File: config.mk
export PLATFORM = sky130hd
export DESIGN_NAME = tl_axi_master
export DESIGN_NICKNAME = d
export VERILOG_FILES = /design/src/rtl/tl_axi_master.sv
export SDC_FILE = /design/constraint.sdc
export NUM_CORES = 1
export LEC_CHECK = 0
export BUFFER_PORTS_ARGS = -buffer_cell sky130_fd_sc_hd__buf_4
export CORE_AREA = 3 3 637 639
export DETAILED_ROUTE_END_ITERATION = 10
export DIE_AREA = 0 0 640 642
export PLACE_DENSITY_LB_ADDON = 0.08
export SYNTH_ARGS = -nofsm -noshare
export SYNTH_HDL_FRONTEND = slang
export SYNTH_SLANG_ARGS = --single-unit
export TNS_END_PERCENT = 5
File: constraint.sdc
create_clock -name clk -period 2.5 [get_ports clk]
set_input_delay 0.5 -clock clk [delete_from_list [all_inputs] [get_ports clk]]
set_output_delay 0.5 -clock clk [all_outputs]
set_load 0.03 [all_outputs]
File: src/rtl/tl_axi_master.sv
// Inbound PCIe request engine: replays RX MemWr/MemRd TLPs as AXI4 bursts and
// returns each MemRd's read data as a single CplD TLP on the TX completion FIFOs.
module tl_axi_master #(
    parameter int AXI_ID_WIDTH   = 4,
    parameter int AXI_ADDR_WIDTH = 64,
    parameter int TX_DEPTH_LG2   = 4
) (
    input  logic                      clk,
    input  logic                      rst_n,
    input  logic [15:0]               config_bdf_i,

    input  logic                      p_hdr_empty_i,
    input  logic [127:0]              p_hdr_rdata_i,
    output logic                      p_hdr_rden_o,
    input  logic                      p_data_empty_i,
    input  logic [255:0]              p_data_rdata_i,
    output logic                      p_data_rden_o,
    input  logic                      np_hdr_empty_i,
    input  logic [127:0]              np_hdr_rdata_i,
    output logic                      np_hdr_rden_o,

    input  logic                      cpl_hdr_full_i,
    output logic [95:0]               cpl_hdr_wdata_o,
    output logic                      cpl_hdr_wren_o,
    input  logic                      cpl_data_full_i,
    output logic [255:0]              cpl_data_wdata_o,
    output logic                      cpl_data_wren_o,

    output logic                      awvalid,
    input  logic                      awready,
    output logic [AXI_ID_WIDTH-1:0]   awid,
    output logic [AXI_ADDR_WIDTH-1:0] awaddr,
    output logic [7:0]                awlen,
    output logic [2:0]                awsize,
    output logic [1:0]                awburst,

    output logic                      wvalid,
    input  logic                      wready,
    output logic [255:0]              wdata,
    output logic [31:0]               wstrb,
    output logic                      wlast,

    input  logic                      bvalid,
    output logic                      bready,
    input  logic [AXI_ID_WIDTH-1:0]   bid,
    input  logic [1:0]                bresp,

    output logic                      arvalid,
    input  logic                      arready,
    output logic [AXI_ID_WIDTH-1:0]   arid,
    output logic [AXI_ADDR_WIDTH-1:0] araddr,
    output logic [7:0]                arlen,
    output logic [2:0]                arsize,
    output logic [1:0]                arburst,

    input  logic                      rvalid,
    output logic                      rready,
    input  logic [AXI_ID_WIDTH-1:0]   rid,
    input  logic [255:0]              rdata,
    input  logic [1:0]                rresp,
    input  logic                      rlast,

    output logic                      err_o
);

    typedef enum logic [1:0] {W_IDLE, W_AW, W_DATA, W_RESP} w_state_t;
    typedef enum logic [1:0] {R_IDLE, R_AR, R_CPLH, R_DATA} r_state_t;

    // Address arrives byte-swapped in the header; a[1:0] is always zero.
    function automatic logic [63:0] hdr_addr(input logic [127:0] h);
        return {h[71:64], h[79:72], h[87:80], h[95:88],
                h[103:96], h[111:104], h[119:112], h[127:122], 2'b00};
    endfunction

    function automatic logic [9:0] hdr_len(input logic [127:0] h);
        return {h[17:16], h[31:24]};
    endfunction

    // (L-1)/8 on 10 bits wraps L=0 (1024 DW) to 127, i.e. 128 beats of 8 DW.
    function automatic logic [7:0] beats_m1(input logic [9:0] len);
        logic [9:0] lm1;
        lm1 = len - 10'd1;
        return {1'b0, lm1[9:3]};
    endfunction

    logic       run_reg;
    w_state_t   w_state_reg;
    logic [9:0] w_len_reg;
    logic [63:0] w_addr_reg;
    logic [7:0] w_cnt_reg;

    r_state_t   r_state_reg;
    logic [9:0] r_len_reg;
    logic [63:0] r_addr_reg;
    logic [15:0] r_req_reg;
    logic [9:0] r_tag_reg;
    logic       err_reg;

    logic       w_beat;
    logic       r_beat;
    logic       np_is_rd;
    logic [4:0] strb_shift;
    logic [11:0] byte_count;

    // Keeps the pop strobes quiet for the cycle reset is released.
    always_ff @(posedge clk or negedge rst_n) begin
        if (!rst_n) run_reg <= 1'b0;
        else        run_reg <= 1'b1;
    end

    assign p_hdr_rden_o  = run_reg && (w_state_reg == W_IDLE) && !p_hdr_empty_i;
    assign awvalid       = (w_state_reg == W_AW);
    assign awid          = '0;
    assign awaddr        = AXI_ADDR_WIDTH'(w_addr_reg);
    assign awlen         = beats_m1(w_len_reg);
    assign awsize        = 3'd5;
    assign awburst       = 2'b01;

    assign wvalid        = (w_state_reg == W_DATA) && !p_data_empty_i;
    assign wdata         = p_data_rdata_i;
    assign wlast         = (w_state_reg == W_DATA) && (w_cnt_reg == 8'd0);
    assign w_beat        = wvalid && wready;
    assign p_data_rden_o = w_beat;
    assign strb_shift    = {w_len_reg[2:0], 2'b00};
    assign wstrb         = (wlast && (w_len_reg[2:0] != 3'd0)) ?
                           ((32'd1 << strb_shift) - 32'd1) : 32'hFFFF_FFFF;
    assign bready        = (w_state_reg == W_RESP);

    always_ff @(posedge clk or negedge rst_n) begin
        if (!rst_n) begin
            w_state_reg <= W_IDLE;
            w_len_reg   <= '0;
            w_addr_reg  <= '0;
            w_cnt_reg   <= '0;
        end else begin
            case (w_state_reg)
                W_IDLE: if (p_hdr_rden_o) begin
                    w_len_reg   <= hdr_len(p_hdr_rdata_i);
                    w_addr_reg  <= hdr_addr(p_hdr_rdata_i);
                    w_state_reg <= W_AW;
                end
                W_AW: if (awready) begin
                    w_cnt_reg   <= beats_m1(w_len_reg);
                    w_state_reg <= W_DATA;
                end
                W_DATA: if (w_beat) begin
                    if (w_cnt_reg == 8'd0) w_state_reg <= W_RESP;
                    else                   w_cnt_reg   <= w_cnt_reg - 8'd1;
                end
                W_RESP: if (bvalid) w_state_reg <= W_IDLE;
                default: w_state_reg <= W_IDLE;
            endcase
        end
    end

    // Non-MemRd entries on the NP queue are popped too, but only MemRd starts a read.
    assign np_hdr_rden_o   = run_reg && (r_state_reg == R_IDLE) && !np_hdr_empty_i;
    assign np_is_rd        = !np_hdr_rdata_i[6];
    assign arvalid         = (r_state_reg == R_AR);
    assign arid            = '0;
    assign araddr          = AXI_ADDR_WIDTH'(r_addr_reg);
    assign arlen           = beats_m1(r_len_reg);
    assign arsize          = 3'd5;
    assign arburst         = 2'b01;
    assign cpl_hdr_wren_o  = (r_state_reg == R_CPLH) && !cpl_hdr_full_i;
    assign rready          = (r_state_reg == R_DATA) && !cpl_data_full_i;
    assign r_beat          = rvalid && rready;
    assign cpl_data_wren_o = r_beat;
    assign cpl_data_wdata_o = rdata;
    assign byte_count      = {r_len_reg, 2'b00};

    always_ff @(posedge clk or negedge rst_n) begin
        if (!rst_n) begin
            r_state_reg <= R_IDLE;
            r_len_reg   <= '0;
            r_addr_reg  <= '0;
            r_req_reg   <= '0;
            r_tag_reg   <= '0;
        end else begin
            case (r_state_reg)
                R_IDLE: if (np_hdr_rden_o && np_is_rd) begin
                    r_len_reg   <= hdr_len(np_hdr_rdata_i);
                    r_addr_reg  <= hdr_addr(np_hdr_rdata_i);
                    r_req_reg   <= np_hdr_rdata_i[47:32];
                    r_tag_reg   <= {np_hdr_rdata_i[15], np_hdr_rdata_i[10], np_hdr_rdata_i[55:48]};
                    r_state_reg <= R_AR;
                end
                R_AR:   if (arready)         r_state_reg <= R_CPLH;
                R_CPLH: if (!cpl_hdr_full_i) r_state_reg <= R_DATA;
                R_DATA: if (r_beat && rlast) r_state_reg <= R_IDLE;
                default: r_state_reg <= R_IDLE;
            endcase
        end
    end

    // CplD header: status SC and BCM clear even when the AXI read reported an error.
    always_comb begin
        cpl_hdr_wdata_o         = '0;
        cpl_hdr_wdata_o[7:5]    = 3'b010;
        cpl_hdr_wdata_o[4:0]    = 5'b01010;
        cpl_hdr_wdata_o[15]     = r_tag_reg[9];
        cpl_hdr_wdata_o[10]     = r_tag_reg[8];
        cpl_hdr_wdata_o[17:16]  = r_len_reg[9:8];
        cpl_hdr_wdata_o[31:24]  = r_len_reg[7:0];
        cpl_hdr_wdata_o[47:32]  = config_bdf_i;
        cpl_hdr_wdata_o[51:48]  = byte_count[11:8];
        cpl_hdr_wdata_o[63:56]  = byte_count[7:0];
        cpl_hdr_wdata_o[79:64]  = r_req_reg;
        cpl_hdr_wdata_o[87:80]  = r_tag_reg[7:0];
        cpl_hdr_wdata_o[94:88]  = r_addr_reg[6:0];
    end

    always_ff @(posedge clk or negedge rst_n) begin
        if (!rst_n) begin
            err_reg <= 1'b0;
        end else if ((bready && bvalid && (bresp != 2'b00)) ||
                     (r_beat && (rresp != 2'b00)) ||
                     (np_hdr_rden_o && !np_is_rd)) begin
            err_reg <= 1'b1;
        end
    end
    assign err_o = err_reg;

    wire [TX_DEPTH_LG2-1:0] unused_tx_depth = '0;
    wire unused_inputs = &{1'b0, p_hdr_rdata_i, np_hdr_rdata_i, bid, rid, unused_tx_depth};

endmodule

==> results of run 1 <==
cell type report:
type | count | share of cell area, %
inverter | 15 | 0.457
antenna | 8 | 0.102
sequential | 184 | 23.4
clock buffer | 29 | 3.35
multi-input combinational | 524 | 17.5
timing repair buffer | 507 | 21.4
clock inverter | 4 | 0.273
tap | 5265 | 33.4
kinds of logic after synthesis:
kind of cell | Yosys count | synth area share [%]
AO/OA/AOI/OAI | 38 | 2.13
XOR/XNOR | 13 | 0.917
adder cells (fa/ha/maj) | 12 | 1.21
buffers and inverters | 662 | 38.8
flip-flops | 184 | 37.1
multiplexers | 103 | 9.31
other | 2 | 0.0605
AND/OR/NAND/NOR | 300 | 10.5
per-layer routing:
metal / routed length [um] / vias to the layer above / track usage [%]
li1: - / 3382 / -
met3: 35900 / 232 / 7.88
met1: 35400 / 3854 / 4.81
met4: 5260 / 32 / 2.57
met2: 60900 / 990 / 9.87
met5: 899 / - / 1.39
critical path, delay by kind of cell, from the launching register on:
family | cells | cell delay, ns
adders and majority gates | 1 | 0.12
buffers and inverters | 4 | 0.42
and+or+nand+nor | 3 | 0.77
AOI/OAI and AO/OA | 1 | 0.26
DFF | 1 | 0.40
Yosys cell counts (all sizes together), types with 2 or more instances:
cell type	count	share of area (%)
dfrtp	184	37
and2	2	0.10
nor3	9	0.44
nor2	11	0.33
and3	3	0.15
nand3	6	0.24
xor2	7	0.49
xnor2	6	0.42
or4	2	0.18
o21a	2	0.12
nor4	7	0.40
nor2b	4	0.20
inv	14	0.42
mux2i	3	0.24
ha	12	1.2
buf	630	38
nand2b	6	0.30
nand3b	4	0.24
mux2	100	9.1
o211ai	4	0.24
o221ai	2	0.14
conb	2	0.060
o21ai	15	0.60
a221o	2	0.16
a21oi	4	0.16
nor4b	3	0.45
a211o	2	0.14
a31o	2	0.14
nand2	239	7.2
clkbuf	17	0.51
power breakdown:
part / total [uW] / switching (uW) / internal (uW)
Clock: 3760 / 1780 / 1980
Sequential: 5400 / 1010 / 4400
Combinational: 12200 / 7570 / 4590
metrics by stage:
stage,area [um^2],std cells,power [uW],hold slack (ns)
2_1_floorplan,12600,1370,13100,0.204
3_3_place_gp,18500,6491,17800,0.466
3_5_place_dp,18500,6491,17700,0.468
4_1_cts,19600,6528,22300,0.00156
5_1_grt,19700,6529,22900,0.0439
6_report,19700,6536,21300,0.111
final timing paths:
| path | slack (ns) | end | cells after the start |
|---|---|---|---|
| worst min register to register | 0.48 | awaddr[58] | 2 |
| worst min-delay path | 0.11 | awaddr[11] | 3 |
| worst max-delay path | -0.56 | wstrb[10] | 9 |
| min in group asynchronous | 0.43 | r_req_reg[2] | 2 |
| max in group asynchronous | 1.41 | w_len_reg[3] | 3 |
| worst max register to register | 0.31 | w_state_reg[1] | 8 |
timing repair:
action / 4_1_cts / 5_1_grt
gates resized for setup: 72 / 29
pin swaps: 7 / 3
setup endpoints to repair: 46 / 46
hold buffers: 2 / 0
setup buffers: 3 / 0
endpoints found under the hold margin: 21 / 0
==> metrics.log, run 1 <==
[metrics] Final Routed Wirelength: 138000 um
[metrics] Data required, critical path: about 2.0 ns
[metrics] CTS Buffer Depth: 3
[metrics] Reg clk slew, reported paths: about 0.10 ns
[metrics] mean instance size in the synthesized netlist: between 9 and 10 um^2
[metrics] WP data arrival: around 2.6 ns
[metrics] number of buffers inserted during clock tree synthesis: 25
[metrics] Synth Cell Area: approximately 12000 um^2
[metrics] HPWL after DPL: between 100000 and 150000 um
[metrics] most common cell after layout, fill and taps aside: buf_4
[metrics] sum of negative setup slack: -13.97 ns
[metrics] post-synthesis sequential element count: 184
[metrics] worst clock skew: ~0.036 ns
[metrics] setup repair after global routing missed its margin: true
[metrics] number of global-route vias before repair: between 9000 and 10000
[metrics] CP max stage cell: dfrtp_1
[metrics] Power per Cell Area: 1080 nW/um^2
[metrics] worst rel slew slack: between 50% and 60%
[metrics] core region area: between 300000 and 400000 um^2
[metrics] number of placement rows: around 230
[metrics] post-layout min period: 3.06 ns
[metrics] number of routed nets with antenna violations: 0
[metrics] sequential area share after synthesis: 37.1%
[metrics] Pre-antenna DRT Iters: 4
[metrics] global-route congestion overflow total: 0
[metrics] clk sinks: roughly 180
[metrics] routability cong.: 0.625
[metrics] transition time of the tightest slew-check pin: roughly 0.65 ns
[metrics] die footprint: just over 400000 um^2
[metrics] number of design-rule violations left by the first detailed-router iteration: between 300 and 400
[metrics] count of final hold-check violations: 0
[metrics] horizontal die dimension: around 640 um
[metrics] min-delay worst type: primary input to register
[metrics] leakage power: around 0.007 uW
[metrics] pre-CTS setup slack: -0.357 ns
[metrics] post-route fraction of the period consumed by the critical path: 122%
[metrics] Via Count: ~8500
[metrics] setup ws final: -0.559 ns
[metrics] Die Y: around 640 um
[metrics] DR vias/cell: 1.30
[metrics] most frequent cells in the layout: buf_4 (450), nand2_1 (231), dfrtp_1 (182)
[metrics] ys flop type: dfrtp_1
[metrics] post-route DRC violation count: 0
[metrics] number of cells produced by synthesis: 1314
[metrics] clock latency reported for the late side of the worst-skew pair: around 0.58 ns
[metrics] largest stage delay on the critical path: ~0.4 ns
[metrics] Hold Crit Start: p_hdr_rdata_i[115]
[metrics] initial antenna violation count: 24
[metrics] Register Area: around 4600 um^2
[metrics] outcome: finished, violations left
[metrics] share of final-layout standard cells stronger than drive strength 1: between 50% and 60%
[metrics] global-route wire length before repair: roughly 160000 um
[metrics] NumNets Final: roughly 2100
[metrics] Initial Utilization: under 10%
[metrics] VDD IR-drop max: around 0.35 mV
[metrics] launch point of the critical path: w_cnt_reg[1]
[metrics] count of maximum capacitance violations: 0
[metrics] share of synthesized flip-flops with an asynchronous set or reset: 100%
[metrics] TritonCTS clock tree: done
[metrics] fmax: roughly 330 MHz
[metrics] number of setup violations in the final report: 39
[metrics] Netlist cell types: 47
[metrics] Slew Viols, Final: 0
[metrics] Layout fillers: roughly 47000
[metrics] IO Pins: between 1500 and 2000
[metrics] overall routing resource usage: about 6.5%
[metrics] clock tree root buffer cell: clkbuf_16
[metrics] utilization after layout: between 4 and 5%
[metrics] maximum level of the CTS H-tree: 4
[metrics] post-detailed-route wirelength per cell: 21.2 um
[metrics] element type at the critical path end: primary output
[metrics] Buffers on Ports: ~420
[metrics] worst-path fanout max: 3
[metrics] pin count of the biggest net entering global routing: 50
[metrics] launching element type of the critical path: register
[metrics] count of flip-flops with a built-in enable after synthesis: 0
[metrics] Synth-to-Final Area Change: 58.6%
[metrics] multi-input logic area: ~3500 um^2
[metrics] critical path cell sequence: inv_2 -> ha_4 -> nor4b_4 -> nor4b_4 -> and3_4 -> inv_2 -> a211o_1 -> buf_12 -> buf_8
[metrics] CP Class: register to primary output
[metrics] violated checks: setup timing
[metrics] r2r startpoint: w_state_reg[0]
[metrics] Syn. warnings: 0
No activity file was read; power rests on OpenSTA's default activity.
==> run 2: changes to the inputs <==
SKIP_LAST_GASP = 1   (was not set)
==> run 2 against run 1 <==
Effect of this change:
- the flow still finishes with violations (setup timing)
- largest power group unchanged
- die area is the same
- global-route usage hardly changed
- routed wire length about the same
- design area shrank 1.5%
- sequential share of layout area grew 0.36 points
- via count shrank 0.28%
- sequential power decreased by 0.9%
- worst setup slack gained 0.013 ns
- critical path depth did not move
- sequential cell count unchanged
- final cell count is essentially flat
- first-iteration DRC count shrank 7.5%
==> metrics.log, run 2 (synthesis gave the netlist of run 1 again) <==
[metrics] outcome: finished, violations left
[metrics] violated checks: setup timing
[metrics] count of maximum capacitance violations: 0
[metrics] Data required, critical path: 2.00 ns
[metrics] r2r startpoint: w_cnt_reg[0]
[metrics] clock tree root buffer cell: clkbuf_16
[metrics] fmax: ~330 MHz
[metrics] overall routing resource usage: ~6.5%
[metrics] worst reg2reg path endpoint: w_cnt_reg[7]
[metrics] final cell count without fillers: 6537
[metrics] post-route DRC violation count: 0
[metrics] Via Count: between 8000 and 9000
[metrics] Die Y: ~640 um
[metrics] Placed Cells: 6491
[metrics] TritonCTS clock tree: done
[metrics] Synth-to-Final Area Change: 56.1%
[metrics] worst clock skew: 0.0353 ns
[metrics] number of routed nets with antenna violations: 0
[metrics] initial antenna violation count: 25
[metrics] CTS Buffer Depth: 3
[metrics] CP max stage cell: dfrtp_1
[metrics] post-layout min period: between 3 and 4 ns
[metrics] clk sinks: approximately 180
[metrics] min-delay worst type: primary input to register
[metrics] most frequent cells in the layout: buf_4 (472), nand2_1 (234), dfrtp_1 (184)
[metrics] GR Util met1: under 10%
[metrics] worst-path fanout max: 3
[metrics] number of setup violations in the final report: 43
[metrics] CP delay by family, top: simple AND/OR/NAND/NOR gates
[metrics] utilization after layout: under 10%
[metrics] launching element type of the critical path: register
[metrics] maximum level of the CTS H-tree: 4
[metrics] post-detailed-route wirelength per cell: 21.2 um
[metrics] setup ws final: -0.546 ns
[metrics] core region area: approximately 400000 um^2
[metrics] met2 track demand over resource: under 10%
[metrics] global-route wire length before repair: 161000 um
[metrics] GRT Max-Usage Layer: met2
[metrics] worst rel slew slack: a little under three fifths
[metrics] DR vias/cell: between 1 and 1.5
[metrics] Final Routed Wirelength: 138000 um
[metrics] Buffers on Ports: roughly 420
[metrics] HPWL after DPL: 123000 um
[metrics] leakage power: between 0.006 and 0.007 uW
[metrics] sum of negative setup slack: -17.02 ns
[metrics] setup slack of the worst register-to-register path: 0.30 ns
[metrics] R2R depth: 6
[metrics] die footprint: ~410000 um^2
[metrics] clock latency reported for the late side of the worst-skew pair: ~0.58 ns
[metrics] Stages on worst setup path: 9
[metrics] number of buffers inserted during clock tree synthesis: 25
[metrics] Initial Utilization: slightly above 3%
[metrics] critical path endpoint: wstrb[10]
[metrics] element type at the critical path end: primary output
[metrics] share of final-layout standard cells stronger than drive strength 1: ~52%
[metrics] largest stage delay on the critical path: around 0.40 ns
[metrics] Design Area, Final: just under 20000 um^2
[metrics] most common cell after layout, fill and taps aside: buf_4
[metrics] pin count of the biggest net entering global routing: 50
[metrics] Slew Viols, Final: 0
[metrics] WP data arrival: ~2.6 ns
[metrics] launch point of the critical path: w_cnt_reg[1]
[metrics] critical path cell sequence: inv_2 -> ha_4 -> nor4b_4 -> nor4b_4 -> and3_4 -> inv_2 -> a211o_1 -> buf_12 -> buf_8
[metrics] CP Class: register to primary output
[metrics] IO Pins: 1623
[metrics] setup repair after global routing missed its margin: true
[metrics] VDD IR-drop max: roughly 0.35 mV
[metrics] transition time of the tightest slew-check pin: ~0.66 ns
[metrics] number of global-route vias before repair: 9147
[metrics] buffer and inverter count on the worst path: 4
[metrics] horizontal die dimension: 640 um
[metrics] Pre-antenna DRT Iters: 4
[metrics] instance area at placement: between 15000 and 20000 um^2
[metrics] routability cong.: around 0.62
[metrics] Reg clk slew, reported paths: 0.10 ns
[metrics] met3 routing resource usage after global routing: under 10%
[metrics] global-route congestion overflow total: 0
[metrics] post-route fraction of the period consumed by the critical path: 122%
[metrics] Power per Cell Area: approximately 1100 nW/um^2
[metrics] count of final hold-check violations: 0
[metrics] NumNets Final: between 2000 and 2500
[metrics] number of placement rows: 232
[metrics] number of design-rule violations left by the first detailed-router iteration: 344
-- run 2: worst register-to-register path, cell delays in order (launching register included) --
cell	delay [ns]
dfrtp_1	0.40
buf_4	0.14
buf_4	0.14
or4_4	0.56
nor4_1	0.53
nand3b_1	0.15
o221ai_1	0.21
-- run 2: per-stage QoR --
stage | setup slack (ns) | total power [uW] | hold slack [ns]
floorplan | -0.00779 | 13100 | 0.204
global placement | -0.351 | 17800 | 0.466
detailed placement | -0.357 | 17700 | 0.468
CTS | -0.713 | 22000 | 0.00156
global route | -0.784 | 22500 | 0.0439
finish | -0.546 | 20900 | 0.112
-- run 2: worst min-delay path by stage --
stage,start,end,slack (ns),depth (start not counted)
after floorplan,rst_n,araddr[10],0.20,0
after global routing,p_hdr_rdata_i[115],awaddr[11],0.04,3
after detailed placement,awaddr[5],awaddr[5],0.47,2
after global placement,awaddr[60],awaddr[60],0.47,2
after CTS,p_hdr_rdata_i[125],awaddr[5],0.002,3
final,p_hdr_rdata_i[115],awaddr[11],0.11,3
-- run 2: layout make-up --
type / count / area [um^2]
well taps: 5265 / 6590
flip-flops and latches: 184 / 4600
repair buffers: 507 / 4130
fillers: 47100 / 380000
inverters: 15 / 57.6
multi-input cells: 524 / 3280
clock buffers: 29 / 661
clock inverters: 4 / 53.8
diodes: 9 / 22.5
-- run 2: power breakdown --
group	internal, uW	total, uW	switching, uW
registers	4390	5350	960
clock network	1980	3760	1780
logic	4360	11800	7430
total	10700	20900	10200
-- run 2: what timing repair did --
action	CTS	global route
resized for setup	29	5
pin swaps	1	0
endpoints found under the hold margin	21	0
setup buffers	3	0
cloned	0	0
hold buffers	2	0
endpoints found under the setup margin	46	47
-- run 2: layer usage --
layer  wire (um)  vias to the layer above
li1            -                     3385
met1       35200                     3823
met2       60900                      996
met3       36100                      230
met4        5250                       32
met5         892                        -
==> run 3: changes to the inputs <==
clock period = 3.4 ns   (was 2.5 ns; I/O delays follow)
==> run 3 against run 2 <==
Effect of this change:
- the flow now finishes without violations
- sequential power down 24%
- non-clock buffer count fell by 53
- largest power group unchanged
- routed wire length increased by 3.5%
- critical path type unchanged
- critical path depth fell by 1
- final cell count is 0.86% lower
- worst setup slack better by 0.65 ns
==> metrics.log, run 3 (synthesis gave the netlist of run 1 again) <==
[metrics] outcome: completed
[metrics] setup slack of the worst register-to-register path: between 0.9 and 1 ns
[metrics] pin count of the biggest net entering global routing: 52
[metrics] WP data arrival: approximately 2.6 ns
[metrics] worst reg2reg path endpoint: araddr[8]
[metrics] count of maximum capacitance violations: 0
[metrics] number of placement rows: around 230
[metrics] R2R depth: 6
[metrics] Power per Cell Area: about 800 nW/um^2
[metrics] setup repair after global routing missed its margin: true
[metrics] share of final-layout standard cells stronger than drive strength 1: a little over 50%
[metrics] global-route wire length before repair: roughly 170000 um
[metrics] clock tree root buffer cell: clkbuf_16
[metrics] HPWL after DPL: ~130000 um
[metrics] overall routing resource usage: around 6.7%
[metrics] Slew Viols, Final: 0
[metrics] VDD IR-drop max: roughly 0.21 mV
[metrics] min-delay worst type: primary input to asynchronous set/reset pin
[metrics] number of routed nets with antenna violations: 0
[metrics] number of buffers inserted during clock tree synthesis: 25
[metrics] Buffers on Ports: roughly 420
[metrics] Via Count: between 8000 and 9000
[metrics] post-layout min period: around 3.3 ns
[metrics] routability cong.: 0.622
[metrics] Synth-to-Final Area Change: 51.4%
[metrics] CP max stage cell: dfrtp_1
[metrics] clk sinks: about 180
[metrics] most common cell after layout, fill and taps aside: buf_4
[metrics] worst rel slew slack: 48.2%
[metrics] global-route congestion overflow total: 0
[metrics] CTS Buffer Depth: 3
[metrics] count of final hold-check violations: 0
[metrics] post-detailed-route wirelength per cell: between 20 and 25 um
[metrics] largest stage delay on the critical path: roughly 0.42 ns
[metrics] CP Class: register to primary output
[metrics] most frequent cells in the layout: buf_4 (441), nand2_1 (238), dfrtp_1 (183)
[metrics] element type at the critical path end: primary output
[metrics] initial antenna violation count: 26
[metrics] critical path cell sequence: inv_2 -> ha_4 -> nor4b_4 -> nor4b_4 -> and3_4 -> inv_2 -> a211o_4 -> buf_6
[metrics] number of design-rule violations left by the first detailed-router iteration: 349
[metrics] maximum level of the CTS H-tree: 4
[metrics] DR vias/cell: 1.27
[metrics] transition time of the tightest slew-check pin: between 0.7 and 0.8 ns
[metrics] Reg clk slew, reported paths: about 0.090 ns
[metrics] launching element type of the critical path: register
[metrics] clock latency reported for the late side of the worst-skew pair: between 0.5 and 0.6 ns
[metrics] leakage power: around 0.0065 uW
[metrics] Pre-antenna DRT Iters: 4
[metrics] post-route fraction of the period consumed by the critical path: between 90% and 100%
[metrics] Data required, critical path: roughly 2.7 ns
[metrics] horizontal die dimension: around 640 um
[metrics] Initial Utilization: 3.11%
[metrics] Die Y: around 640 um
[metrics] number of global-route vias before repair: 8957
[metrics] worst hold margin: about 0.029 ns
[metrics] sum of negative setup slack: 0 ns
[metrics] CTS hold repair buffers: 0
[metrics] number of setup violations in the final report: 0
[metrics] Final Routed Wirelength: between 100000 and 150000 um
[metrics] IO Pins: 1623
[metrics] TritonCTS clock tree: done
[metrics] fmax: ~300 MHz
[metrics] NumNets Final: 2025
[metrics] die footprint: between 400000 and 500000 um^2
[metrics] post-route DRC violation count: 0
[metrics] r2r startpoint: r_state_reg[0]
[metrics] worst-path fanout max: 3
[metrics] worst clock skew: approximately 0.036 ns
[metrics] core region area: roughly 400000 um^2
run 3: cell count changes in the layout (fill, tap and decap cells not counted), sizes merged:
cell / change
clkinvlp: -2
inv: +2
buf: -51
diode: -2
clkbuf: -1
dlygate4sd3: -2
clkinv: -1
bufinv: +1
run 3: worst max path at each step:
stage | end | cells past startpoint | slack, ns | start
after floorplan | wstrb[30] | 8 | 0.61 | w_cnt_reg[0]
after global placement | wstrb[10] | 8 | 0.26 | w_cnt_reg[0]
after detailed placement | wstrb[10] | 8 | 0.25 | w_cnt_reg[0]
after CTS | wstrb[10] | 8 | -0.05 | w_cnt_reg[0]
after global routing | wstrb[10] | 8 | -0.07 | w_cnt_reg[0]
final | wstrb[10] | 8 | 0.10 | w_cnt_reg[0]
run 3: power by group:
| group | leakage, uW | internal, uW | switching [uW] |
|---|---|---|---|
| logic | 0.00388 | 2900 | 5220 |
| clock network | 0.000366 | 1540 | 1330 |
| registers | 0.00226 | 3230 | 814 |
run 3: timing repair:
item                       4_1_cts  5_1_grt
setup buffers                    4        2
pin swaps                        1        3
gates resized for setup         13        8
setup endpoints to repair       31       14
run 3: area by class of cell:
cell class | instances | area, um^2
clock buffers | 28 | 667
repair buffers | 454 | 3530
well taps | 5265 | 6590
clock inverters | 4 | 73.8
flip-flops and latches | 184 | 4610
inverters | 15 | 58.8
multi-input cells | 524 | 3260
diodes | 7 | 17.5
fillers | 47100 | 381000
run 3: worst max-delay path: cells and delay by family, from the launching register on:
kind,cells,cell delay (ns)
buf+inv,3,0.31
compound gates,1,0.40
simple gates,3,0.77
fa+ha+maj,1,0.12
flops,1,0.42
run 3: per-stage QoR:
stage	instance area (um^2)	total power [uW]	util [%]	instances	setup WS, ns
after floorplan	12600	9600	-	1370	0.612
final	18800	15000	4.70	6481	0.102
after global routing	18800	16200	4.70	6475	-0.0651
after detailed placement	17900	12500	4.48	6436	0.252
after CTS	18700	15800	4.69	6472	-0.0516
after global placement	17900	12600	4.48	6436	0.256
run 3: layer usage:
layer	share of wire (%)	global-route usage [%]	vias to the layer above	wire [um]
met5	0.33	0.608	-	479
met4	4.2	2.85	28	5970
met3	26	8.30	210	38000
met2	44	10.3	938	63500
met1	25	4.82	3762	35300
li1	-	-	3268	-
